$ cat config.mk
export PLATFORM = sky130hd
export DESIGN_NAME = sw_debounce8
export DESIGN_NICKNAME = d
export VERILOG_FILES = /design/src/rtl/npc_io_pkg.sv /design/src/rtl/sw_debounce8_debounce_bit.sv /design/src/rtl/sw_debounce8.sv
export SDC_FILE = /design/constraint.sdc
export NUM_CORES = 1
export LEC_CHECK = 0
export ABC_AREA = 1
export CAP_MARGIN = 20
export CORE_MARGIN = 1
export CORE_UTILIZATION = 40
export CTS_BUF_LIST = sky130_fd_sc_hd__clkbuf_4
export CTS_CLUSTER_SIZE = 8
export DETAILED_ROUTE_END_ITERATION = 8
export GPL_TIMING_DRIVEN = 0
export PLACE_DENSITY = 0.52
export SLEW_MARGIN = 25
export SYNTH_ARGS = -nofsm -noshare
export SYNTH_HDL_FRONTEND = slang
export SYNTH_SLANG_ARGS = --single-unit
$ cat constraint.sdc
create_clock -name clk -period 9.07 [get_ports clk]
set_input_delay 1.3605 -clock clk [delete_from_list [all_inputs] [get_ports clk]]
set_output_delay 1.3605 -clock clk [all_outputs]
set_load 0.02 [all_outputs]
$ cat src/rtl/npc_io_pkg.sv
// Shared constants for the switch-input conditioning slice of the encoder/display design.
package npc_io_pkg;

   localparam int unsigned SW_W                = 8;
   localparam int unsigned NUM_CH              = SW_W + 1;
   localparam int unsigned STABLE_CYCLES_SIM   = 4;
   localparam int unsigned STABLE_CYCLES_BOARD = 1000;

   // Counter must be able to hold STABLE_CYCLES-1 for any legal setting.
   function automatic int unsigned cnt_width(input int unsigned stable_cycles);
      return $clog2(stable_cycles + 1);
   endfunction

endpackage

$ cat src/rtl/sw_debounce8_debounce_bit.sv
// One debounce channel: 2-flop synchroniser, stability counter and registered output.
module debounce_bit
   import npc_io_pkg::*;
#(
   parameter int unsigned STABLE_CYCLES = STABLE_CYCLES_BOARD
) (
   input  logic clk,
   input  logic rst,
   input  logic d_raw,
   output logic q,
   output logic upd
);

   localparam int unsigned         CNT_W    = cnt_width(STABLE_CYCLES);
   localparam logic [CNT_W-1:0]    CNT_LAST = CNT_W'(STABLE_CYCLES - 1);

   logic             s1_q, s2_q;
   logic             stable_q, stable_d;
   logic [CNT_W-1:0] cnt_q, cnt_d;
   logic             upd_d;

   // Any sample equal to the held level restarts the count, so bounce never accumulates.
   always_comb begin
      cnt_d    = '0;
      stable_d = stable_q;
      upd_d    = 1'b0;
      if (s2_q != stable_q) begin
         if (cnt_q == CNT_LAST) begin
            stable_d = s2_q;
            upd_d    = 1'b1;
         end else begin
            cnt_d = cnt_q + 1'b1;
         end
      end
   end

   always_ff @(posedge clk or posedge rst) begin
      if (rst) begin
         s1_q     <= 1'b0;
         s2_q     <= 1'b0;
         cnt_q    <= '0;
         stable_q <= 1'b0;
      end else begin
         s1_q     <= d_raw;
         s2_q     <= s1_q;
         cnt_q    <= cnt_d;
         stable_q <= stable_d;
      end
   end

   assign q   = stable_q;
   assign upd = upd_d;

endmodule

$ cat src/rtl/sw_debounce8.sv
// Conditions eight slide switches plus the enable switch for the priority encoder.
module sw_debounce8
   import npc_io_pkg::*;
#(
   parameter int unsigned STABLE_CYCLES = STABLE_CYCLES_BOARD
) (
   input  logic            clk,
   input  logic            rst,
   input  logic [SW_W-1:0] sw_raw,
   input  logic            en_raw,
   output logic [SW_W-1:0] x,
   output logic            en,
   output logic            changed
);

   logic [NUM_CH-1:0] raw, q, upd;
   logic              changed_q;

   assign raw = {en_raw, sw_raw};

   for (genvar i = 0; i < NUM_CH; i++) begin : g_ch
      debounce_bit #(.STABLE_CYCLES(STABLE_CYCLES)) u_bit (
         .clk   (clk),
         .rst   (rst),
         .d_raw (raw[i]),
         .q     (q[i]),
         .upd   (upd[i])
      );
   end

   // Registered so the strobe lines up with the cycle the new level first appears.
   always_ff @(posedge clk or posedge rst) begin
      if (rst) changed_q <= 1'b0;
      else     changed_q <= |upd;
   end

   assign x       = q[SW_W-1:0];
   assign en      = q[SW_W];
   assign changed = changed_q;

endmodule

==> flow_metrics.tcl <==
set metrics [dict create \
    path_cells "buf_4 > clkdlybuf4s50_1" \
    mostFrequentLayoutCells "nor2_1, dfrtp_1, nand2_1" \
    antenna_found_initial 0 \
    maxCapViolCount 0 \
    clkLatencyLatePin_ns 0.52 \
    netlist.area_leader.share 0.531 \
    core_sq_um 13400 \
    grt_usage 0.150 \
    seq_area_frac_synth 0.531 \
    startpoint "g_ch[3].u_bit.q" \
    p_total_mw 0.884 \
    synth_seq_cells 118 \
    place_area_sq_um 6010 \
    fmax_mhz 333 \
    clk_path_buf_depth 2 \
    cp.arrival_ns 1.65 \
    period_minus_slack_ns 3.01 \
    worstPathMaxFanout 3 \
    slew_headroom 0.705 \
    gp_congestion 0.768 \
    worst_path_largest_cell_delay_ns 0.59 \
    final_common_cell "nor2_1" \
    fp.dieW_um 120 \
    ant_nets 0 \
    required_ns 7.71 \
    cts_buffers 17 \
    period_share 0.332 \
    drt-total-wl_um 9530 \
    wl_met3_um 329 \
    timing.rr.start "g_ch[6].u_bit.cnt_q[0]" \
    crit_slowest_cell "clkdlybuf4s50_1" \
    htree_levels 4 \
    fin_area_sq_um 6210 \
    synth_cell_types 32 \
    peakVddDrop_mv 0.0843 \
    highest_layer "met4" \
    drcViolationCount 0 \
    grt_pass1_vias 3899 \
    num_antenna_cells 0 \
    dp_cells 821 \
    routedWlPerCell_um 11.2 \
    rsz0062_at_grt "false" \
    cp-start-kind "flip-flop" \
    yosys-top-cells-area "dfrtp_1, nor2_1, nand2_1, inv_1, xor2_1" \
    finClkSkew_ns 0.00936 \
    instances_no_fill 850 \
    reg2regPathDepth 7 \
    post_cts_buffers 0 \
    syn_nets 644 \
    ios 21 \
    dieArea_sq_um 14400 \
    r2r_end "changed" \
    slew_viol_final 0 \
    r2r_slack_ns 7.54 \
    end_kind "output pin" \
    area_growth_pct 11.7 \
    die_y_um 120 \
    clk_pin_slew_ns 0.10 \
    power.density_nw_per_um2 142 \
    postLayoutCoreUtil 0.463 \
    post_cts_resize_count 0 \
    grt_max_degree 88 \
    synth.largest_area_cell "dfrtp_1" \
    via_per_inst 4.64 \
    crit_path_end "x[3]" \
    status "completed" \
    clkSinkCount 118 \
    fin_tns_setup_ns 0 \
    avgSynthCellArea_sq_um 8.91 \
    drt_iter0_drc 216 \
    met1_length_um 4670 \
    hp-class "reg2reg" \
    firstDrtPassIters 4 \
    setup_viol 0 \
    start_util 0.415 \
    crit_type "reg2out" \
    yosysWarnings 0 \
    cts_tree "done" \
    grt_pass1_wl_um 17000 \
    finalHoldViolations 0 \
    syn_inst 624 \
    synth_area_sq_um 5560 \
    vias 3943 \
    dp_hpwl_um 6640 \
    placement_rows 42 \
    gr-total-overflow 0 \
    drive_above_1_share 0.128 \
    cts.root.buffer_cell "clkbuf_4" \
    holdBufCountCts 0 \
    tightest_slew_ns 0.442 \
    numPortBuffers 20 \
    nNetsFinal 684 \
    fill_cells 1308 \
    met2_length_um 4430 \
    leakagePower_nw 2.88 \
]
[metrics by stage]
stage          hold slack [ns]  worst slack [ns]
2_1_floorplan            0.331              4.58
3_3_place_gp             0.334              2.70
3_5_place_dp             0.337              6.59
4_1_cts                  0.358              5.99
5_1_grt                  0.365              5.95
6_report                 0.358              6.06
[Yosys cell counts (all sizes together)]
cell / n
a21oi: 16
a31oi: 1
xnor2: 13
nor2: 128
inv: 79
nand3: 32
nand3b: 3
and3: 7
buf: 10
dfrtp: 118
or2: 2
nor3b: 20
ha: 9
o21ai: 15
nand2: 108
xor2: 18
nand4: 14
nor3: 26
o21a: 5
[registers in the layout, summed over array words and instances, names as in the netlist]
name and count:
g_ch.u_bit.q 9, g_ch.u_bit.cnt_q 90, changed 1, g_ch.u_bit.s2_q 9, g_ch.u_bit.s1_q 9
[worst min path at each step]
stage,start,to,cells after the start
3_5_place_dp,g_ch[1].u_bit.s1_q,g_ch[1].u_bit.s2_q,0
6_report,g_ch[8].u_bit.s1_q,g_ch[8].u_bit.s2_q,0
3_3_place_gp,g_ch[0].u_bit.s1_q,g_ch[0].u_bit.s2_q,0
5_1_grt,g_ch[7].u_bit.s1_q,g_ch[7].u_bit.s2_q,0
4_1_cts,g_ch[7].u_bit.s1_q,g_ch[7].u_bit.s2_q,0
2_1_floorplan,g_ch[0].u_bit.s1_q,g_ch[0].u_bit.s2_q,0
[cell families after synthesis]
logic type,Yosys count,share of synthesized area
flops,118,0.531
buf+inv,89,0.0660
simple gates,340,0.296
xor+xnor,31,0.0489
fa+ha+maj,9,0.0203
compound gates,37,0.0376
[cell type report]
| cell class | instances | area, sq um | area share |
|---|---|---|---|
| Sequential cell | 118 | 2950 | 0.476 |
| Multi-Input combinational cell | 417 | 2240 | 0.361 |
| Inverter | 79 | 304 | 0.0490 |
| Timing Repair Buffer | 21 | 228 | 0.0367 |
| Tap cell | 176 | 220 | 0.0355 |
| Clock buffer | 21 | 158 | 0.0254 |
| Buffer | 10 | 70.1 | 0.0113 |
| Clock inverter | 8 | 37.5 | 0.00605 |
[critical path, delay by kind of cell, from the launching register on]
family,cells,cell delay (ns)
buf+inv,2,0.72
flops,1,0.42
[power by group]
part | switching (mW) | total (mW) | internal, mW
combinational | 0.0297 | 0.0460 | 0.0163
sequential | 0.00833 | 0.547 | 0.539
clock | 0.180 | 0.291 | 0.111
total | 0.218 | 0.884 | 0.666
[per-layer routing]
| layer | up-vias | track usage |
|---|---|---|
| li1 | 2057 | - |
| met1 | 1821 | 0.183 |
| met2 | 55 | 0.246 |
| met3 | 10 | 0.0523 |
| met4 | 0 | 0.0516 |
| met5 | - | 0 |
Note: power is estimated with default switching activity, not from simulation.
